===== src/rtl/calc_issue_ctrl.sv =====
// Initiator side of the calculate-unit interface: registers a request onto the
// calculate unit, captures its fast or slow answer, and returns a tagged result.
// Optional performance counters are enabled with `define CALC_PERF_CNT_EN.
module calc_issue_ctrl #(
  parameter int TAG_W = 5
) (
  input  logic             clk,
  input  logic             rstn,
  input  logic             req_valid,
  output logic             req_ready,
  input  logic [31:0]      req_num1,
  input  logic [31:0]      req_num2,
  input  logic [7:0]       req_mode,
  input  logic [TAG_W-1:0] req_tag,
  output logic             resp_valid,
  input  logic             resp_ready,
  output logic [31:0]      resp_data,
  output logic [3:0]       resp_error,
  output logic [TAG_W-1:0] resp_tag,
  output logic             busy,
  output logic [31:0]      ccu_number1,
  output logic [31:0]      ccu_number2,
  output logic [7:0]       ccu_mode,
  input  logic [31:0]      ccu_fast_answer,
  input  logic [31:0]      ccu_slow_answer,
  input  logic [3:0]       ccu_error
`ifdef CALC_PERF_CNT_EN
  ,
  output logic [31:0]      perf_fast_cnt,
  output logic [31:0]      perf_slow_cnt,
  output logic [31:0]      perf_err_cnt
`endif
);

  typedef enum logic [1:0] {
    IDLE,
    EXEC,
    SLOW,
    RESP
  } state_t;

  localparam logic [3:0] ERR_NO_INSTRUCTION = 4'h1;

  state_t           state_q, state_d;
  logic [TAG_W-1:0] tag_q;
  logic [3:0]       err_q;
  logic             accept;
  logic             is_fast;
  logic             is_slow;

  // The mode register is held until the next accept, so it still describes
  // the in-flight operation while its response is being handed off.
  assign is_fast = (ccu_mode[7:6] == 2'b00);
  assign is_slow = (ccu_mode[7:4] == 4'h4);

  assign req_ready  = (state_q == IDLE) || ((state_q == RESP) && resp_ready);
  assign accept     = req_valid && req_ready;
  assign resp_valid = (state_q == RESP);
  assign resp_tag   = (state_q == RESP) ? tag_q : '0;
  assign busy       = (state_q != IDLE);

  // NOTE: the default assignment first guarantees state_d is written on every
  // path, so no latch is inferred when a case arm leaves it untouched.
  always_comb begin
    state_d = state_q;
    unique case (state_q)
      IDLE: if (accept) state_d = EXEC;
      EXEC: state_d = is_slow ? SLOW : RESP;
      SLOW: state_d = RESP;
      RESP: begin
        if (resp_ready) state_d = accept ? EXEC : IDLE;
      end
      default: state_d = IDLE;
    endcase
  end

  // NOTE: sequential state uses non-blocking assignments so every register
  // samples pre-edge values regardless of statement order.
  always_ff @(posedge clk or negedge rstn) begin
    if (!rstn) begin
      state_q <= IDLE;
    end else begin
      state_q <= state_d;
    end
  end

  // NOTE: every datapath register is reset as well, because an aborted
  // transaction must leave no stale operands or result on the outputs.
  always_ff @(posedge clk or negedge rstn) begin
    if (!rstn) begin
      ccu_number1 <= '0;
      ccu_number2 <= '0;
      ccu_mode    <= 8'h00;
      tag_q       <= '0;
      err_q       <= '0;
      resp_data   <= '0;
      resp_error  <= '0;
    end else begin
      if (accept) begin
        ccu_number1 <= req_num1;
        ccu_number2 <= req_num2;
        ccu_mode    <= req_mode;
        tag_q       <= req_tag;
      end
      unique case (state_q)
        EXEC: begin
          if (is_fast) begin
            resp_data  <= ccu_fast_answer;
            resp_error <= ccu_error;
          end else if (is_slow) begin
            err_q <= ccu_error;
          end else begin
            resp_data  <= '0;
            resp_error <= ERR_NO_INSTRUCTION;
          end
        end
        SLOW: begin
          resp_data  <= ccu_slow_answer;
          resp_error <= err_q;
        end
        default: ;
      endcase
    end
  end

`ifdef CALC_PERF_CNT_EN
  logic resp_fire;
  assign resp_fire = resp_valid && resp_ready;

  // Counters wrap naturally at 32 bits.
  always_ff @(posedge clk or negedge rstn) begin
    if (!rstn) begin
      perf_fast_cnt <= '0;
      perf_slow_cnt <= '0;
      perf_err_cnt  <= '0;
    end else if (resp_fire) begin
      if (is_fast)            perf_fast_cnt <= perf_fast_cnt + 32'd1;
      if (is_slow)            perf_slow_cnt <= perf_slow_cnt + 32'd1;
      if (resp_error != 4'h0) perf_err_cnt  <= perf_err_cnt + 32'd1;
    end
  end
`endif

endmodule


===== config.mk =====
export PLATFORM = sky130hd
export DESIGN_NAME = calc_issue_ctrl
export DESIGN_NICKNAME = d
export VERILOG_FILES = /design/src/rtl/calc_issue_ctrl.sv
export SDC_FILE = /design/constraint.sdc
export NUM_CORES = 1
export LEC_CHECK = 0
export CAP_MARGIN = 20
export CORE_ASPECT_RATIO = 1.2
export CORE_MARGIN = 5
export CORE_UTILIZATION = 45
export DETAILED_ROUTE_END_ITERATION = 10
export DONT_BUFFER_PORTS = 1
export PLACE_DENSITY = 0.59
export SYNTH_ARGS = -nofsm -noshare
export SYNTH_HDL_FRONTEND = slang
export SYNTH_SLANG_ARGS = --single-unit

===== constraint.sdc =====
create_clock -name clk -period 1.75 [get_ports clk]
set_input_delay 0.175 -clock clk [delete_from_list [all_inputs] [get_ports clk]]
set_output_delay 0.175 -clock clk [all_outputs]
set_load 0.005 [all_outputs]

==> results.yml <==
detailed_routing:
  antenna_left: 0
  drt-initial-drc-count: 111
  num_vias: 3303
  drt_wl_total_um: 14500
  vias_per_cell: 5.63
  wl_per_cell_um: 24.7
  drc: 0
  drtPass1Iterations: 4
logic_synthesis:
  yosysWarnings: 0
  synth_fp_nets: 474
  synth_top_cell_by_area: "dfrtp_1"
  synthFlopType: "dfrtp_1"
  yosysUniqueCellTypes: 21
  synth_top_area_frac: 0.585
  synthTopCellsByArea: "dfrtp_1 58%, mux2_2 20%, mux2_4 8.8%"
  syn-cell-area_um2: 5090
  ys_ff_latch: 119
  syn_inst: 320
  synth_seq_area_share: 0.585
  postSynthAreaPerCell_um2: 15.9
  netlist_top_cells_count: "119 x dfrtp_1, 89 x mux2_2, 35 x a22o_1"
  synthArstFlopShare: 1.00
  yosysMostFrequentCell: "dfrtp_1"
  synth_edf_count: 0
clock_tree:
  htree_levels: 4
  cts-root-buf: "clkbuf_16"
  cts_sinks: 119
  clkSlewWorstSetupHoldPaths_ps: 60
  cts_tree: "done"
  clk_path_buf_depth: 2
  hold_buffers: 81
  numCtsBuffers: 17
  clkLatencyLatePin_ps: 400
power_and_ir_drop:
  p_total_mw: 14.5
  p_leak_nw: 3.25
  power_density_nw_per_um2: 2020
  ir_drop_v: 0.000950
worst_setup_path:
  crit_fanout: 9
  cp-start-kind: "flop"
  worstSetupPathType: "reg -> reg"
  cpLargestDelayFamily: "buffers and inverters"
  slowest_delay_ps: 440
  critPathArrivalTime_ps: 2050
  crit_required_ps: 2030
  endpoint_kind: "flop"
  cp_num_buf_inv: 4
  slowest_stage: "dfrtp_1"
  crit_chain: "inv_2 > ha_4 > buf_12 > nor3_4 > buf_6 > clkbuf_16 > a22o_1 > mux2_4"
final_layout:
  n_fill_cell: 782
  fin_util: 0.651
  antenna_cells: 0
  area_delta_synth_final_pct: 41.1
  layout.nets: 597
  final_layout_size_suffix_gt1_frac: 0.440
run_status:
  status: "finished with violations"
  violations: "hold timing, setup timing"
run:
  drv_cap: 0
global_route:
  grt_overflow: 0
  grt_max_degree: 120
  track_usage: 0.197
  antenna_found_initial: 0
  grt_pass1_wl_um: 20700
  grt_pass1_vias: 3761
floorplan:
  die_w_um: 107
  dieArea_um2: 13600
  die_y_um: 127
  io_pins: 265
  core_um2: 11000
  floorplan.initialDensity: 0.461
  row_count: 42
timing:
  hold_viol_final: 119
  drv_slew: 0
  tightestPinTransition_ps: 352
  setup-violations-final: 2
  whs_ps: -533
  finalCriticalPeriod_ps: 1770
  layout_setup_ws_ps: -23.2
  setup_tns_ps: -30.6
  slew_headroom: 0.764
  max_freq_mhz: 564
  post-route-period-util: 1.01
  rsz0062_at_grt: "yes"
  skew_ps: 6.90
place:
  dp_hpwl_um: 8390
  gp_congestion: 0.745
  io_buffers: 0
worst_hold_path:
  hp-class: "in -> async"
## routing by layer
metal | track usage | wire length [um] | part of all wire
met5 | 0 | 0 | 0
met4 | 0.0655 | 274 | 0.019
met3 | 0.0828 | 1450 | 0.10
met2 | 0.359 | 7790 | 0.54
met1 | 0.201 | 4980 | 0.34
## final timing paths
check / start / to / slack [ps] / cells past startpoint
max: state_q[0] / resp_data[19] / -20 / 8
min: rstn / ccu_number1[24] / -530 / 0
max reg2reg: state_q[0] / resp_data[19] / -20 / 8
min reg2reg: tag_q[2] / tag_q[2] / 500 / 1
max in group asynchronous: rstn / err_q[1] / 2110 / 0
min in group clk: ccu_fast_answer[20] / resp_data[20] / 40 / 2
## timing repair
item | in CTS | in global routing
pin swaps | 2 | 5
setup endpoints to repair | 58 | 83
cloned | 5 | 8
gates resized for setup | 11 | 14
endpoints found under the hold margin | 200 | 119
buffers inserted | 8 | 6
## per-stage QoR
stage          instances  worst slack [ps]  area, um2  hold slack (ps)
5_1_grt              587             -57.5       7190             -555
3_5_place_dp         449             -58.4       5310             -117
4_1_cts              574             -15.2       6940             -546
3_3_place_gp         449             -14.2       5310             -118
2_1_floorplan        320              63.3       5090             -121
6_report             587             -23.2       7190             -533
## state kept, by name, indices dropped and copies added, names as in the netlist
name,count
resp_error,4
state_q,2
resp_data,32
err_q,4
tag_q,5
ccu_number2,32
ccu_number1,32
ccu_mode,8
## cells by family after synthesis
logic type                 after synthesis  synth area share
AOI/OAI and AO/OA                       41            0.0700
adders and majority gates                5            0.0123
buffers and inverters                   24            0.0300
DFF                                    119             0.585
muxes                                  119             0.285
and+or+nand+nor                         12            0.0174
## cell type report
type / instances / area, um2 / area share
clock buffers: 17 / 425 / 0.0592
clock inverters: 14 / 129 / 0.0179
inverters: 6 / 22.5 / 0.00313
multi-input cells: 177 / 2030 / 0.283
flip-flops and latches: 119 / 2980 / 0.414
well taps: 132 / 165 / 0.0230
repair buffers: 122 / 1430 / 0.200
## layout by cell type, fill, tap and decap left out, types with 4 or more instances in the layout
cell type,n
dfrtp_1,119
mux2_2,83
dlygate4sd3_1,81
mux2_4,36
a22o_1,35
clkbuf_16,23
buf_4,14
buf_6,10
buf_12,7
clkinvlp_4,6
and2_1,5
inv_1,4
## power breakdown
part           total (mW)  switching [mW]  internal [mW]  leakage [nW]
clock network        3.22            1.27           1.95         0.254
logic                6.12            2.27           3.85          1.55
registers            5.16            1.08           4.08          1.44
Note: power is estimated with default switching activity, not from simulation.
